File: config.mk
export PLATFORM = sky130hd
export DESIGN_NAME = bcd_counter_2d
export DESIGN_NICKNAME = d
export VERILOG_FILES = /design/src/rtl/bcd_counter_2d.sv
export SDC_FILE = /design/constraint.sdc
export NUM_CORES = 1
export LEC_CHECK = 0
export ABC_AREA = 1
export CORE_MARGIN = 2
export CORE_UTILIZATION = 60
export CTS_BUF_LIST = sky130_fd_sc_hd__clkbuf_16
export DETAILED_ROUTE_END_ITERATION = 16
export GPL_TIMING_DRIVEN = 0
export PLACE_DENSITY_LB_ADDON = 0.3
export SYNTH_ARGS = -nofsm -noshare
export SYNTH_HDL_FRONTEND = slang
export SYNTH_SLANG_ARGS = --single-unit
File: constraint.sdc
create_clock -name clk -period 2.9 [get_ports clk]
set_input_delay 0.58 -clock clk [delete_from_list [all_inputs] [get_ports clk]]
set_output_delay 0.58 -clock clk [all_outputs]
set_load 0.005 [all_outputs]
File: src/rtl/bcd_counter_2d.sv
// rtl/bcd_counter_2d.sv - two-digit BCD up/down counter with debounced buttons and auto-count
module bcd_counter_2d_debounce #(
  parameter int DB_N = 20
) (
  input  logic clk,
  input  logic reset,
  input  logic s,
  output logic pulse
);

  typedef enum logic [1:0] {
    IDLE_LO = 2'd0,
    WAIT_HI = 2'd1,
    IDLE_HI = 2'd2,
    WAIT_LO = 2'd3
  } db_state_e;

  localparam logic [DB_N-1:0] CNT_ONE = {{(DB_N-1){1'b0}}, 1'b1};

  db_state_e       state_q, state_d;
  logic [DB_N-1:0] cnt_q, cnt_d;

  // State and stability counter registers
  always_ff @(posedge clk or negedge reset) begin
    if (!reset) begin
      state_q <= IDLE_LO;
      cnt_q   <= '0;
    end else begin
      state_q <= state_d;
      cnt_q   <= cnt_d;
    end
  end

  // Next state: a level must hold until the counter saturates before it is accepted;
  // the press pulse fires only on the accepted low-to-high transition
  always_comb begin
    state_d = state_q;
    cnt_d   = cnt_q;
    pulse   = 1'b0;
    case (state_q)
      IDLE_LO: begin
        if (s) begin
          state_d = WAIT_HI;
          cnt_d   = '0;
        end
      end
      WAIT_HI: begin
        if (!s) begin
          state_d = IDLE_LO;
        end else if (cnt_q == '1) begin
          state_d = IDLE_HI;
          pulse   = 1'b1;
        end else begin
          cnt_d = cnt_q + CNT_ONE;
        end
      end
      IDLE_HI: begin
        if (!s) begin
          state_d = WAIT_LO;
          cnt_d   = '0;
        end
      end
      WAIT_LO: begin
        if (s) begin
          state_d = IDLE_HI;
        end else if (cnt_q == '1) begin
          state_d = IDLE_LO;
        end else begin
          cnt_d = cnt_q + CNT_ONE;
        end
      end
      default: begin
        state_d = IDLE_LO;
        cnt_d   = '0;
      end
    endcase
  end

endmodule

module bcd_counter_2d #(
  parameter int DB_N   = 20,
  parameter int TICK_N = 23
) (
  input  logic       clk,
  input  logic       reset,
  input  logic       btn_up,
  input  logic       btn_dn,
  input  logic       auto_en,
  input  logic       clr,
  output logic [7:0] bcd,
  output logic       wrap
);

  localparam logic [TICK_N-1:0] PRE_ONE = {{(TICK_N-1){1'b0}}, 1'b1};

  logic [1:0]        up_sync_q, up_sync_d;
  logic [1:0]        dn_sync_q, dn_sync_d;
  logic [TICK_N-1:0] pre_q, pre_d;
  logic [7:0]        bcd_q, bcd_d;
  logic              wrap_q, wrap_d;
  logic              up_pulse, dn_pulse, tick;
  logic              inc, dec;
  logic [3:0]        units, tens;

  // Two-flop synchronizers for the raw buttons
  always_ff @(posedge clk or negedge reset) begin
    if (!reset) begin
      up_sync_q <= 2'b00;
      dn_sync_q <= 2'b00;
    end else begin
      up_sync_q <= up_sync_d;
      dn_sync_q <= dn_sync_d;
    end
  end

  // Shift each raw button into its synchronizer chain
  always_comb begin
    up_sync_d = {up_sync_q[0], btn_up};
    dn_sync_d = {dn_sync_q[0], btn_dn};
  end

  bcd_counter_2d_debounce #(.DB_N(DB_N)) u_db_up (
    .clk   (clk),
    .reset (reset),
    .s     (up_sync_q[1]),
    .pulse (up_pulse)
  );

  bcd_counter_2d_debounce #(.DB_N(DB_N)) u_db_dn (
    .clk   (clk),
    .reset (reset),
    .s     (dn_sync_q[1]),
    .pulse (dn_pulse)
  );

  // Prescaler register
  always_ff @(posedge clk or negedge reset) begin
    if (!reset) begin
      pre_q <= '0;
    end else begin
      pre_q <= pre_d;
    end
  end

  // Prescaler runs only in auto mode; tick is gated so a stale value cannot fire after auto_en drops
  always_comb begin
    pre_d = auto_en ? (pre_q + PRE_ONE) : '0;
    tick  = auto_en && (pre_q == '1);
  end

  // Counter and wrap registers
  always_ff @(posedge clk or negedge reset) begin
    if (!reset) begin
      bcd_q  <= 8'h00;
      wrap_q <= 1'b0;
    end else begin
      bcd_q  <= bcd_d;
      wrap_q <= wrap_d;
    end
  end

  // Digit-wise BCD increment/decrement; clear wins, opposing requests cancel
  always_comb begin
    bcd_d  = bcd_q;
    wrap_d = 1'b0;
    units  = bcd_q[3:0];
    tens   = bcd_q[7:4];
    inc    = up_pulse | tick;
    dec    = dn_pulse;
    if (clr) begin
      bcd_d = 8'h00;
    end else if (inc && dec) begin
      bcd_d = bcd_q;
    end else if (inc) begin
      if (bcd_q == 8'h99) begin
        bcd_d  = 8'h00;
        wrap_d = 1'b1;
      end else if (units == 4'd9) begin
        bcd_d = {tens + 4'd1, 4'd0};
      end else begin
        bcd_d = {tens, units + 4'd1};
      end
    end else if (dec) begin
      if (bcd_q == 8'h00) begin
        bcd_d  = 8'h99;
        wrap_d = 1'b1;
      end else if (units == 4'd0) begin
        bcd_d = {tens - 4'd1, 4'd9};
      end else begin
        bcd_d = {tens, units - 4'd1};
      end
    end
  end

  assign bcd  = bcd_q;
  assign wrap = wrap_q;

endmodule
==> results of run 1 <==
-- metrics by stage --
step	total power, W	util	hold WS (ns)	cells	cell area (um^2)
2_1_floorplan	0.00157	-	0.284	622	4690
3_3_place_gp	0.00173	0.648	0.334	738	4950
3_5_place_dp	0.00176	0.651	0.341	739	4980
4_1_cts	0.00301	0.694	0.102	753	5300
5_1_grt	0.00313	0.694	0.108	753	5300
6_report	0.00299	0.694	0.106	753	5300
-- worst min-delay path by stage --
stage                                    end                    from  depth (start not counted)  slack (ns)
6_report       u_db_dn.cnt_q[11]$_DFFE_PN0P_                   reset                          1        0.11
5_1_grt        u_db_dn.cnt_q[11]$_DFFE_PN0P_                   reset                          1        0.11
4_1_cts        u_db_dn.cnt_q[11]$_DFFE_PN0P_                   reset                          1        0.10
3_5_place_dp          dn_sync_q[1]$_DFF_PN0_  dn_sync_q[0]$_DFF_PN0_                          0        0.34
3_3_place_gp          dn_sync_q[1]$_DFF_PN0_  dn_sync_q[0]$_DFF_PN0_                          0        0.33
2_1_floorplan                      async pin                   reset                          0        0.28
-- state kept, by name (all words and copies together), names as in the netlist, named ones only --
| signal | cells |
|---|---|
| pre_q | 23 |
| u_db_dn.cnt_q | 20 |
| u_db_up.cnt_q | 20 |
| bcd | 8 |
| dn_sync_q | 2 |
| up_sync_q | 2 |
| u_db_dn.state_q | 1 |
| u_db_up.state_q | 1 |
| wrap | 1 |
-- layer usage --
layer	share of wire	vias to the layer above	wire length [um]	track usage
met5	0	-	0	0
met4	0.013	0	132	0.0871
met3	0.042	14	418	0.0334
met2	0.51	100	5060	0.448
met1	0.43	1961	4310	0.312
li1	-	2070	-	-
-- logic make-up after synthesis --
logic type	count (synthesis)	share of synthesized area
flops	80	0.427
compound gates	89	0.104
simple gates	324	0.320
xor+xnor	21	0.0392
fa+ha+maj	10	0.0267
buf+inv	98	0.0830
-- final cells by class --
| class | count | share of cell area |
|---|---|---|
| buffer | 8 | 0.00967 |
| clock buffer | 9 | 0.0425 |
| clock inverter | 5 | 0.0186 |
| inverter | 90 | 0.0637 |
| multi-input combinational | 444 | 0.433 |
| sequential | 80 | 0.377 |
| tap | 102 | 0.0241 |
| timing repair buffer | 15 | 0.0311 |
-- cells in the mapped netlist, types with 3 or more instances --
| cell type | n | area share |
|---|---|---|
| sky130_fd_sc_hd__xnor2_1 | 4 | 0.0075 |
| sky130_fd_sc_hd__nand4_1 | 7 | 0.0093 |
| sky130_fd_sc_hd__clkbuf_1 | 4 | 0.0032 |
| sky130_fd_sc_hd__o21ai_0 | 35 | 0.037 |
| sky130_fd_sc_hd__inv_2 | 5 | 0.0040 |
| sky130_fd_sc_hd__nor4_1 | 3 | 0.0040 |
| sky130_fd_sc_hd__nor2_2 | 9 | 0.012 |
| sky130_fd_sc_hd__nand2_1 | 147 | 0.12 |
| sky130_fd_sc_hd__a31oi_1 | 5 | 0.0067 |
| sky130_fd_sc_hd__o22ai_1 | 9 | 0.012 |
| sky130_fd_sc_hd__xor2_1 | 17 | 0.032 |
| sky130_fd_sc_hd__a21oi_1 | 25 | 0.027 |
| sky130_fd_sc_hd__o21ai_1 | 8 | 0.0085 |
| sky130_fd_sc_hd__nand3_1 | 47 | 0.050 |
| sky130_fd_sc_hd__nor2_1 | 66 | 0.053 |
| sky130_fd_sc_hd__nor2_4 | 3 | 0.0072 |
| sky130_fd_sc_hd__nor3b_1 | 3 | 0.0048 |
| sky130_fd_sc_hd__nand2_4 | 3 | 0.0072 |
| sky130_fd_sc_hd__nor3_1 | 21 | 0.022 |
| sky130_fd_sc_hd__ha_1 | 10 | 0.027 |
| sky130_fd_sc_hd__inv_1 | 84 | 0.067 |
| sky130_fd_sc_hd__nand3_2 | 6 | 0.013 |
| sky130_fd_sc_hd__dfrtp_1 | 80 | 0.43 |
-- report_power, final --
part	leakage [nW]	total, W	switching (W)	internal (W)
Sequential	1.09	0.00124	0.0000717	0.00117
Combinational	1.15	0.000508	0.000296	0.000212
Clock	0.163	0.00125	0.000420	0.000826
Total	2.40	0.00299	0.000787	0.00221
-- critical path, cell delays in order (launching register included) --
cell                       delay [ns]
sky130_fd_sc_hd__dfrtp_1         0.44
sky130_fd_sc_hd__ha_1            0.24
sky130_fd_sc_hd__nand2_1         0.13
sky130_fd_sc_hd__nor2_1          0.09
sky130_fd_sc_hd__nand3_2         0.10
sky130_fd_sc_hd__inv_2           0.06
sky130_fd_sc_hd__nand3_2         0.12
sky130_fd_sc_hd__nor2_4          0.06
sky130_fd_sc_hd__a21oi_2         0.27
sky130_fd_sc_hd__clkinv_1        0.37
sky130_fd_sc_hd__nand2_1         0.18
sky130_fd_sc_hd__o21ai_1         0.09
==> implementation parameters, run 1 <==
Parameter                              Value

Job
  Total of max-cap violations ... 0

Synth
  Synthesized netlist cell count ... 622
  Flip-flop cell with the highest count after synthesis ... sky130_fd_sc_hd__dfrtp_1
  FFs w/ async S/R, synth ... 1.00
  Warning count from the yosys run ... 0
  Post-synthesis sequential element count ... 80
  Syn_nets ... 638
  Number of flops mapped to enable cells by yosys ... 0
  Sequential area share after synthesis ... 0.427
  Cell area after technology mapping ... 4690 um^2
  Number of distinct standard cells referenced by the synthesized netlist ... 40
  Syn Area/Cell ... 7.54 um^2

Setup path
  Kind of end point of the critical path ... flip-flop
  Critical path start-end classification ... reg -> reg
  Crit path DAT ... 2.47 ns
  Destination of the critical timing path ... u_db_dn.cnt_q[17]$_DFFE_PN0P_
  Endpoint of the worst register-to-register path ... u_db_dn.cnt_q[17]$_DFFE_PN0P_
  Critical register-to-register path startpoint ... u_db_dn.cnt_q[0]$_DFFE_PN0P_
  Flop-to-flop setup slack ... 0.64 ns
  Critical Path Source ... u_db_dn.cnt_q[0]$_DFFE_PN0P_
  Startpoint kind of the worst setup timing path ... flip-flop
  Max Fanout on Critical Path ... 10
  CP Data Required Time ... 3.11 ns
  Worst-case reg-to-reg path depth ... 11

Timing
  Worst Slack Setup Final ... 0.636 ns
  Slew Viols, Final ... 0
  Relative slew margins ... 0.667
  Maximum clock skew at final layout ... 0.00691 ns
  Setup repair after global routing missed its margin ... no
  Final worst path period need ... 2.26 ns
  Final period util ... 0.781
  Slew at the pin with the worst max-slew slack ... 0.498 ns
  Max Freq ... 442 MHz
  Hold Vio Cnt, Final ... 0
  Setup tns final ... 0 ns
  Number of failing setup endpoints in the final timing report ... 0

Routing
  Vias per cell ... 5.50
  DR WL/cell ... 13.2 um
  DRT antenna net count ... 0
  Count of vias placed by the detailed router ... 4,145
  TritonRoute pass-1 iters ... 5
  DRC violations left ... 0
  DRT Wirelength ... 9.91 mm
  First-iteration detailed-routing DRC count ... 206

CTS
  Source-to-sink clock delay at the later pin of the worst-skew pair ... 0.33 ns
  CTS tree ... built
  Clock transition at the register clock pins on the worst setup and hold paths after CTS ... 0.06 ns
  Longest Clk Path Bufs ... 2
  Number of clock sinks ... 80
  Clk Tree Root Cell ... sky130_fd_sc_hd__clkbuf_16
  Number of buffers inserted for hold repair after clock tree synthesis ... 0
  Number of H-tree levels ... 3
  Cts repair resizes ... 0
  Post-CTS setup buffers ... 0
  Inserted Clock Buffers ... 9

Placed design
  Global placer's final weighted congestion ... 0.919
  Count of input and output buffers ... 14
  Placed wire-length estimate after detailed placement ... 6.97 mm
  Post-place setup slack ... 0.382 ns

Power and ir drop
  Worst vdd rail ir drop ... 0.315 mV
  Ratio of total power to cell area ... 565 nW/um^2
  Leakage power total ... 2.40 nW

GRT
  First-pass GRT wire length ... 17.4 mm
  Vias in the first global route ... 4,052
  Overall track demand over capacity in global routing ... 0.251
  Antenna violations before repair ... 0
  Largest net degree at the start of global routing ... 68
  Final global-route overflow total ... 0

Cells and area
  Antenna diode count ... 0
  Total number of nets in the final design ... 664
  Area Growth Syn to Fin ... 13.2%
  Total of fill cells in the finished design ... 591
  Most common cell after layout, fill and taps aside ... sky130_fd_sc_hd__nand2_1
  Proportion of layout cells with a drive suffix above 1 ... 0.0814
  Total area of multi-input combinational cells ... 2300 um^2
  Footprint of the flip-flops and latches ... 2000 um^2
  Most used cells in the layout excluding fill and tap cells ... 147 x sky130_fd_sc_hd__nand2_1, 85 x sky130_fd_sc_hd__inv_1, 80 x sky130_fd_sc_hd__dfrtp_1

Floorplan
  Placeable Area ... 7650 um^2
  Die outline area ... 8530 um^2
  Vertical extent of the die ... 92.4 um
  Die W ... 92.4 um
  I/O pin total ... 15
  Core Rows ... 32
  Initial Util ... 0.613

Run status
  Result of the run ... completed

Min path
  Path class of the lowest-slack min-delay path ... in -> async
Note: power is estimated with default switching activity, not from simulation.
==> inputs of run 2 (changes only) <==
==> constraint.sdc (replaced) <==
create_clock -name clk -period 2.3 [get_ports clk]
set_input_delay 0.46 -clock clk [delete_from_list [all_inputs] [get_ports clk]]
set_output_delay 0.46 -clock clk [all_outputs]
set_load 0.005 [all_outputs]
==> run 2 against run 1 <==
Utilization is 0.38 points higher. Fmax is 4.9% higher. Design area is 0.54% higher. Die area stayed put. Sequential power is 26% higher. Clock-buffer cell count stayed put. Flip-flop and latch count stayed put. Wire length is 0.64% higher. Setup slack worse by 0.49 ns. Cell count is 0.40% higher. Sequential share of layout area is 0.20 points lower. Largest power group unchanged. Highest routed layer unchanged.
==> implementation parameters, run 2 (synthesis results as in run 1) <==
Parameter                              Value

GRT
  Final global-route overflow total ... 0 (unchanged)
  First-pass GRT wire length ... 17.4 mm (unchanged)
  Antenna violations before repair ... 0 (unchanged)
  Largest net degree at the start of global routing ... 68 (unchanged)
  Overall track demand over capacity in global routing ... 0.251 (unchanged)
  Vias in the first global route ... 4,052 (unchanged)

Timing
  Worst Hold Margin ... 0.358 ns (+0.252 ns)
  Slew Viols, Final ... 0 (unchanged)
  Number of failing setup endpoints in the final timing report ... 0 (unchanged)
  Worst Slack Setup Final ... 0.142 ns (-0.495 ns)
  Maximum clock skew at final layout ... 0.00664 ns (-0.000264 ns)
  Relative slew margins ... 0.675 (+0.00855)
  Slew at the pin with the worst max-slew slack ... 0.485 ns (-0.0128 ns)
  Max Freq ... 463 MHz (+4.9%)
  Hold Vio Cnt, Final ... 0 (unchanged)
  Final worst path period need ... 2.16 ns (-0.105 ns)
  Final period util ... 0.938 (+0.158)

Floorplan
  Die outline area ... 8530 um^2 (unchanged)
  Die W ... 92.4 um (unchanged)
  Core Rows ... 32 (unchanged)
  Vertical extent of the die ... 92.4 um (unchanged)
  Placeable Area ... 7650 um^2 (unchanged)
  Initial Util ... 0.613 (unchanged)
  I/O pin total ... 15 (unchanged)

Placed design
  Count of input and output buffers ... 14 (unchanged)
  Global placer's final weighted congestion ... 0.919 (unchanged)
  Placed wire-length estimate after detailed placement ... 6.97 mm (unchanged)
  Placed cells ... 739 (unchanged)
  Post-place setup slack ... -0.0985 ns (-0.480 ns)

Power and ir drop
  Total power of the final layout ... 0.00378 W (+26%)
  Int Power ... 0.00279 W (+26%)
  Worst vdd rail ir drop ... 0.400 mV (+27%)
  Switching part of the total power ... 0.264 (+0.000617)
  Combinational share of power ... 0.171 (about the same)
  Leakage power total ... 2.41 nW (+0.52%)
  Flop pwr share ... 0.413 (about the same)
  Ratio of total power to cell area ... 710 nW/um^2 (+26%)
  Net load switching power ... 0.000997 W (+27%)
  Power share of the clock group ... 0.416 (about the same)

Setup path
  Critical register-to-register path startpoint ... u_db_dn.cnt_q[0]$_DFFE_PN0P_
  Crit path DAT ... 2.36 ns (-0.11 ns)
  CP Data Required Time ... 2.50 ns (-0.61 ns)
  Startpoint kind of the worst setup timing path ... flip-flop
  Ordered cell list for the critical path ... ha_1 -> nand2_1 -> nor2_1 -> nand3_2 -> inv_2 -> nand3_2 -> nor2_4 -> a21oi_2 -> clkinvlp_4 -> buf_4 -> nand2_1 -> o21ai_0
  Highest cell delay on the worst timing path ... 0.44 ns (about the same)
  Highest-delay cell along the critical path ... sky130_fd_sc_hd__dfrtp_1
  Crit path buf inv count ... 3 (+1)
  Max Fanout on Critical Path ... 6 (-4)
  Kind of end point of the critical path ... flip-flop
  Critical path start-end classification ... reg -> reg
  CP delay by family, top ... simple AND/OR/NAND/NOR gates
  Critical Path Source ... u_db_dn.cnt_q[0]$_DFFE_PN0P_

CTS
  Longest Clk Path Bufs ... 2 (unchanged)
  Number of H-tree levels ... 3 (unchanged)
  Number of clock sinks ... 80 (unchanged)
  Clock transition at the register clock pins on the worst setup and hold paths after CTS ... 0.06 ns (about the same)
  Clk Tree Root Cell ... sky130_fd_sc_hd__clkbuf_16
  Source-to-sink clock delay at the later pin of the worst-skew pair ... 0.33 ns (about the same)
  CTS tree ... built
  Inserted Clock Buffers ... 9 (unchanged)

Cells and area
  Number of flip-flops under the largest register name ... 23 (unchanged)
  Non-filler instance count after layout ... 756 (+0.40%)
  Most common cell after layout, fill and taps aside ... sky130_fd_sc_hd__nand2_1
  Area Growth Syn to Fin ... 13.8%
  Antenna diode count ... 0 (unchanged)
  Largest registers ... pre_q: 23 flops, u_db_dn.cnt_q: 20 flops, u_db_up.cnt_q: 20 flops
  Register name with the most flops ... pre_q
  Total number of nets in the final design ... 667 (+0.45%)
  Proportion of layout cells with a drive suffix above 1 ... 0.0856 (+0.00421)
  Fraction of the core area covered by cells at the end of the flow ... 0.697 (+0.00376)
  Most used cells in the layout excluding fill and tap cells ... 147 x sky130_fd_sc_hd__nand2_1, 85 x sky130_fd_sc_hd__inv_1, 80 x sky130_fd_sc_hd__dfrtp_1

Min path
  Worst Hold Launch ... dn_sync_q[0]$_DFF_PN0_
  Path class of the lowest-slack min-delay path ... reg -> reg

Routing
  DRT Wirelength ... 9.98 mm (+0.64%)
  DRC violations left ... 0 (unchanged)
  First-iteration detailed-routing DRC count ... 173 (-16%)
  Count of vias placed by the detailed router ... 4,159 (+0.34%)
  DRT antenna net count ... 0 (unchanged)
  TritonRoute pass-1 iters ... 5 (unchanged)
  Vias per cell ... 5.50 (about the same)
  DR WL/cell ... 13.2 um (+0.24%)

Run status
  Result of the run ... completed

Job
  Total of max-cap violations ... 0 (unchanged)
-- run 2: final timing paths --
check	slack (ns)	cells after the start	end
max	0.14	12	u_db_dn.cnt_q[8]$_DFFE_PN0P_
min	0.36	0	dn_sync_q[1]$_DFF_PN0_
max reg2reg	0.14	12	u_db_dn.cnt_q[8]$_DFFE_PN0P_
min reg2reg	0.36	0	dn_sync_q[1]$_DFF_PN0_
max in group asynchronous	1.20	3	u_db_up.cnt_q[2]$_DFFE_PN0P_
min in group asynchronous	0.53	2	u_db_dn.cnt_q[11]$_DFFE_PN0P_
-- run 2: through the flow --
stage | area [um^2] | TNS [ns]
3_5_place_dp | 4980 | -0.596
2_1_floorplan | 4690 | 0
6_report | 5330 | 0
4_1_cts | 5310 | 0
5_1_grt | 5330 | -0.139
3_3_place_gp | 4950 | -162.30
-- run 2: area by class of cell --
type	count	area [um^2]
Tap cell	102	128
Sequential cell	80	2000
Inverter	90	342
Multi-Input combinational cell	444	2300
Clock inverter	5	98.8
Fill cell	585	2310
Timing Repair Buffer	18	190
Clock buffer	9	225
Buffer	8	51.3
-- run 2: power by group through the flow --
stage	clock, W	combinational, W	sequential, W
after floorplan	0	0.000406	0.00157
after global placement	0	0.000600	0.00158
after detailed placement	0	0.000627	0.00159
after CTS	0.00160	0.000639	0.00156
after global routing	0.00165	0.000730	0.00158
final	0.00157	0.000646	0.00156
-- run 2: routing by layer --
metal  GRT usage  share of wire  vias to the layer above
met3      0.0334          0.039                       14
met5           0              0                        -
met1       0.312           0.44                     1971
li1            -              -                     2071
met2       0.448           0.51                      103
met4      0.0871          0.013                        0
-- run 2: what timing repair did --
item,in CTS,in global routing
hold buffers,1,0
endpoints found under the setup margin,0,9
setup buffers,0,2
gates resized for setup,0,1
hold endpoints to repair,13,0
==> inputs of run 3 (changes only) <==
--- a/config.mk
+++ b/config.mk
@@ -12,6 +12,7 @@
 export DETAILED_ROUTE_END_ITERATION = 16
 export GPL_TIMING_DRIVEN = 0
 export PLACE_DENSITY_LB_ADDON = 0.3
+export SLEW_MARGIN = 10
 export SYNTH_ARGS = -nofsm -noshare
 export SYNTH_HDL_FRONTEND = slang
 export SYNTH_SLANG_ARGS = --single-unit
==> run 3 against run 2 <==
Sequential share of layout area stayed put. Global-route usage unchanged. Non-clock buffer count unchanged. Largest cell class unchanged. Utilization is the same. Combinational power about the same. Hold slack hardly changed.
==> implementation parameters, run 3 (synthesis results as in run 1) <==
Parameter                              Value

Routing
  TritonRoute pass-1 iters ... 4 (-1)
  First-iteration detailed-routing DRC count ... 171 (-1.2%)
  Count of vias placed by the detailed router ... 4,156 (-0.072%)
  DR WL/cell ... 13.3 um (+0.44%)
  DRC violations left ... 0 (unchanged)
  DRT antenna net count ... 0 (unchanged)
  Vias per cell ... 5.50 (about the same)
  DRT Wirelength ... 10.0 mm (+0.44%)

Power and ir drop
  Switching part of the total power ... 0.265 (+0.00135)
  Leakage power total ... 2.41 nW (unchanged)
  Power share of the clock group ... 0.417 (about the same)
  Worst vdd rail ir drop ... 0.400 mV (about the same)
  Net load switching power ... 0.00100 W (+0.71%)
  Combinational share of power ... 0.171 (about the same)
  Flop pwr share ... 0.412 (about the same)
  Int Power ... 0.00279 W (about the same)
  Ratio of total power to cell area ... 711 nW/um^2 (+0.19%)

Setup path
  Highest-delay cell along the critical path ... sky130_fd_sc_hd__dfrtp_1
  Startpoint kind of the worst setup timing path ... flip-flop
  CP Data Required Time ... 2.50 ns (about the same)
  Kind of end point of the critical path ... flip-flop
  Crit path DAT ... 2.35 ns (about the same)
  Highest cell delay on the worst timing path ... 0.44 ns (about the same)
  Max Fanout on Critical Path ... 6 (unchanged)
  Ordered cell list for the critical path ... ha_1 -> nand2_1 -> nor2_1 -> nand3_2 -> inv_2 -> nand3_2 -> nor2_4 -> a21oi_2 -> clkinvlp_4 -> buf_4 -> nand2_1 -> o21ai_0
  Critical path start-end classification ... reg -> reg

Floorplan
  Vertical extent of the die ... 92.4 um (unchanged)
  Initial Util ... 0.613 (unchanged)
  Core Rows ... 32 (unchanged)
  Placeable Area ... 7650 um^2 (unchanged)
  Die W ... 92.4 um (unchanged)
  Die outline area ... 8530 um^2 (unchanged)
  I/O pin total ... 15 (unchanged)

Timing
  Worst Hold Margin ... 0.358 ns (+0.00000100 ns)
  Number of failing setup endpoints in the final timing report ... 0 (unchanged)
  Setup tns final ... 0 ns (unchanged)
  Max Freq ... 465 MHz (+0.38%)
  Final worst path period need ... 2.15 ns (-0.00809 ns)
  Slew Viols, Final ... 0 (unchanged)
  Slew at the pin with the worst max-slew slack ... 0.491 ns (+0.00566 ns)
  Final period util ... 0.935 (-0.00352)
  Maximum clock skew at final layout ... 0.00792 ns (+0.00128 ns)
  Relative slew margins ... 0.672 (-0.00378)
  Hold Vio Cnt, Final ... 0 (unchanged)

CTS
  Clk Tree Root Cell ... sky130_fd_sc_hd__clkbuf_16
  Number of H-tree levels ... 3 (unchanged)
  CTS tree ... built
  Number of clock sinks ... 80 (unchanged)
  Source-to-sink clock delay at the later pin of the worst-skew pair ... 0.33 ns (about the same)
  Inserted Clock Buffers ... 9 (unchanged)
  Clock transition at the register clock pins on the worst setup and hold paths after CTS ... 0.06 ns (about the same)
  Longest Clk Path Bufs ... 2 (unchanged)

Cells and area
  Number of flip-flops under the largest register name ... 23 (unchanged)
  Largest registers ... pre_q: 23 flops, u_db_dn.cnt_q: 20 flops, u_db_up.cnt_q: 20 flops
  Non-filler instance count after layout ... 756 (unchanged)
  Register name with the most flops ... pre_q
  Total of fill cells in the finished design ... 585 (unchanged)
  Most common cell after layout, fill and taps aside ... sky130_fd_sc_hd__nand2_1
  Post-route design area ... 5330 um^2 (unchanged)
  Most used cells in the layout excluding fill and tap cells ... 147 x sky130_fd_sc_hd__nand2_1, 85 x sky130_fd_sc_hd__inv_1, 80 x sky130_fd_sc_hd__dfrtp_1
  Proportion of layout cells with a drive suffix above 1 ... 0.0856 (unchanged)
  Antenna diode count ... 0 (unchanged)
  Area Growth Syn to Fin ... 13.8% (unchanged)
  Total number of nets in the final design ... 667 (unchanged)
  Fraction of the core area covered by cells at the end of the flow ... 0.697 (unchanged)

GRT
  Antenna violations before repair ... 0 (unchanged)
  Largest net degree at the start of global routing ... 67 (-1.5%)
  First-pass GRT wire length ... 17.5 mm (about the same)
  Final global-route overflow total ... 0 (unchanged)
  Overall track demand over capacity in global routing ... 0.251 (unchanged)
  Vias in the first global route ... 4,053 (+0.025%)

Placed design
  Count of input and output buffers ... 14 (unchanged)
  Placed cells ... 739 (unchanged)
  Placed cell areas ... 4980 um^2 (unchanged)
  Global placer's final weighted congestion ... 0.919 (unchanged)
  Placed wire-length estimate after detailed placement ... 6.97 mm (about the same)

Min path
  Path class of the lowest-slack min-delay path ... reg -> reg

Run status
  Result of the run ... completed

Job
  Total of max-cap violations ... 0 (unchanged)
run 3: area by class of cell:
cell class                      instances  area (um^2)  area share
Buffer                                  8         51.3     0.00962
Timing Repair Buffer                   18          190      0.0357
Multi-Input combinational cell        444         2300       0.431
Inverter                               90          342      0.0641
Tap cell                              102          128      0.0239
Clock inverter                          5         98.8      0.0185
Sequential cell                        80         2000       0.375
Clock buffer                            9          225      0.0422
run 3: critical path, delay by kind of cell, from the launching register on:
family / cells / cell delay (ns)
flops: 1 / 0.44
compound gates: 2 / 0.40
fa+ha+maj: 1 / 0.24
buf+inv: 3 / 0.41
simple gates: 6 / 0.55
run 3: through the flow:
stage / total power (W) / setup slack (ns)
after global placement: 0.00218 / -2.03
after global routing: 0.00396 / -0.0412
after CTS: 0.00380 / 0.0391
after floorplan: 0.00198 / 0.524
after detailed placement: 0.00221 / -0.0985
final: 0.00379 / 0.150
run 3: metal layers:
metal  up-vias  GRT usage  share of wire
li1       2070          -              -
met1      1982      0.312           0.44
met2        90      0.448           0.51
met3        14     0.0334          0.039
met4         0     0.0871          0.013
met5         -          0              0
run 3: power groups by stage:
stage / combinational, W / sequential (W) / clock [W]
2_1_floorplan: 0.000406 / 0.00157 / 0
3_3_place_gp: 0.000600 / 0.00158 / 0
3_5_place_dp: 0.000627 / 0.00159 / 0
4_1_cts: 0.000638 / 0.00156 / 0.00160
5_1_grt: 0.000730 / 0.00158 / 0.00165
6_report: 0.000648 / 0.00156 / 0.00158
run 3: timing repair:
action	CTS	global route
setup buffers	0	2
gates resized for setup	0	1
setup endpoints to repair	0	9
hold endpoints to repair	14	0
hold buffers	1	0
run 3: final timing paths:
path | from | end | slack [ns] | depth (start not counted)
max | u_db_dn.cnt_q[0]$_DFFE_PN0P_ | u_db_dn.cnt_q[8]$_DFFE_PN0P_ | 0.15 | 12
min | dn_sync_q[0]$_DFF_PN0_ | dn_sync_q[1]$_DFF_PN0_ | 0.36 | 0
max reg2reg | u_db_dn.cnt_q[0]$_DFFE_PN0P_ | u_db_dn.cnt_q[8]$_DFFE_PN0P_ | 0.15 | 12
min reg2reg | dn_sync_q[0]$_DFF_PN0_ | dn_sync_q[1]$_DFF_PN0_ | 0.36 | 0
max in group asynchronous | reset | u_db_up.cnt_q[2]$_DFFE_PN0P_ | 1.19 | 3
min in group asynchronous | reset | u_db_dn.cnt_q[9]$_DFFE_PN0P_ | 0.53 | 2
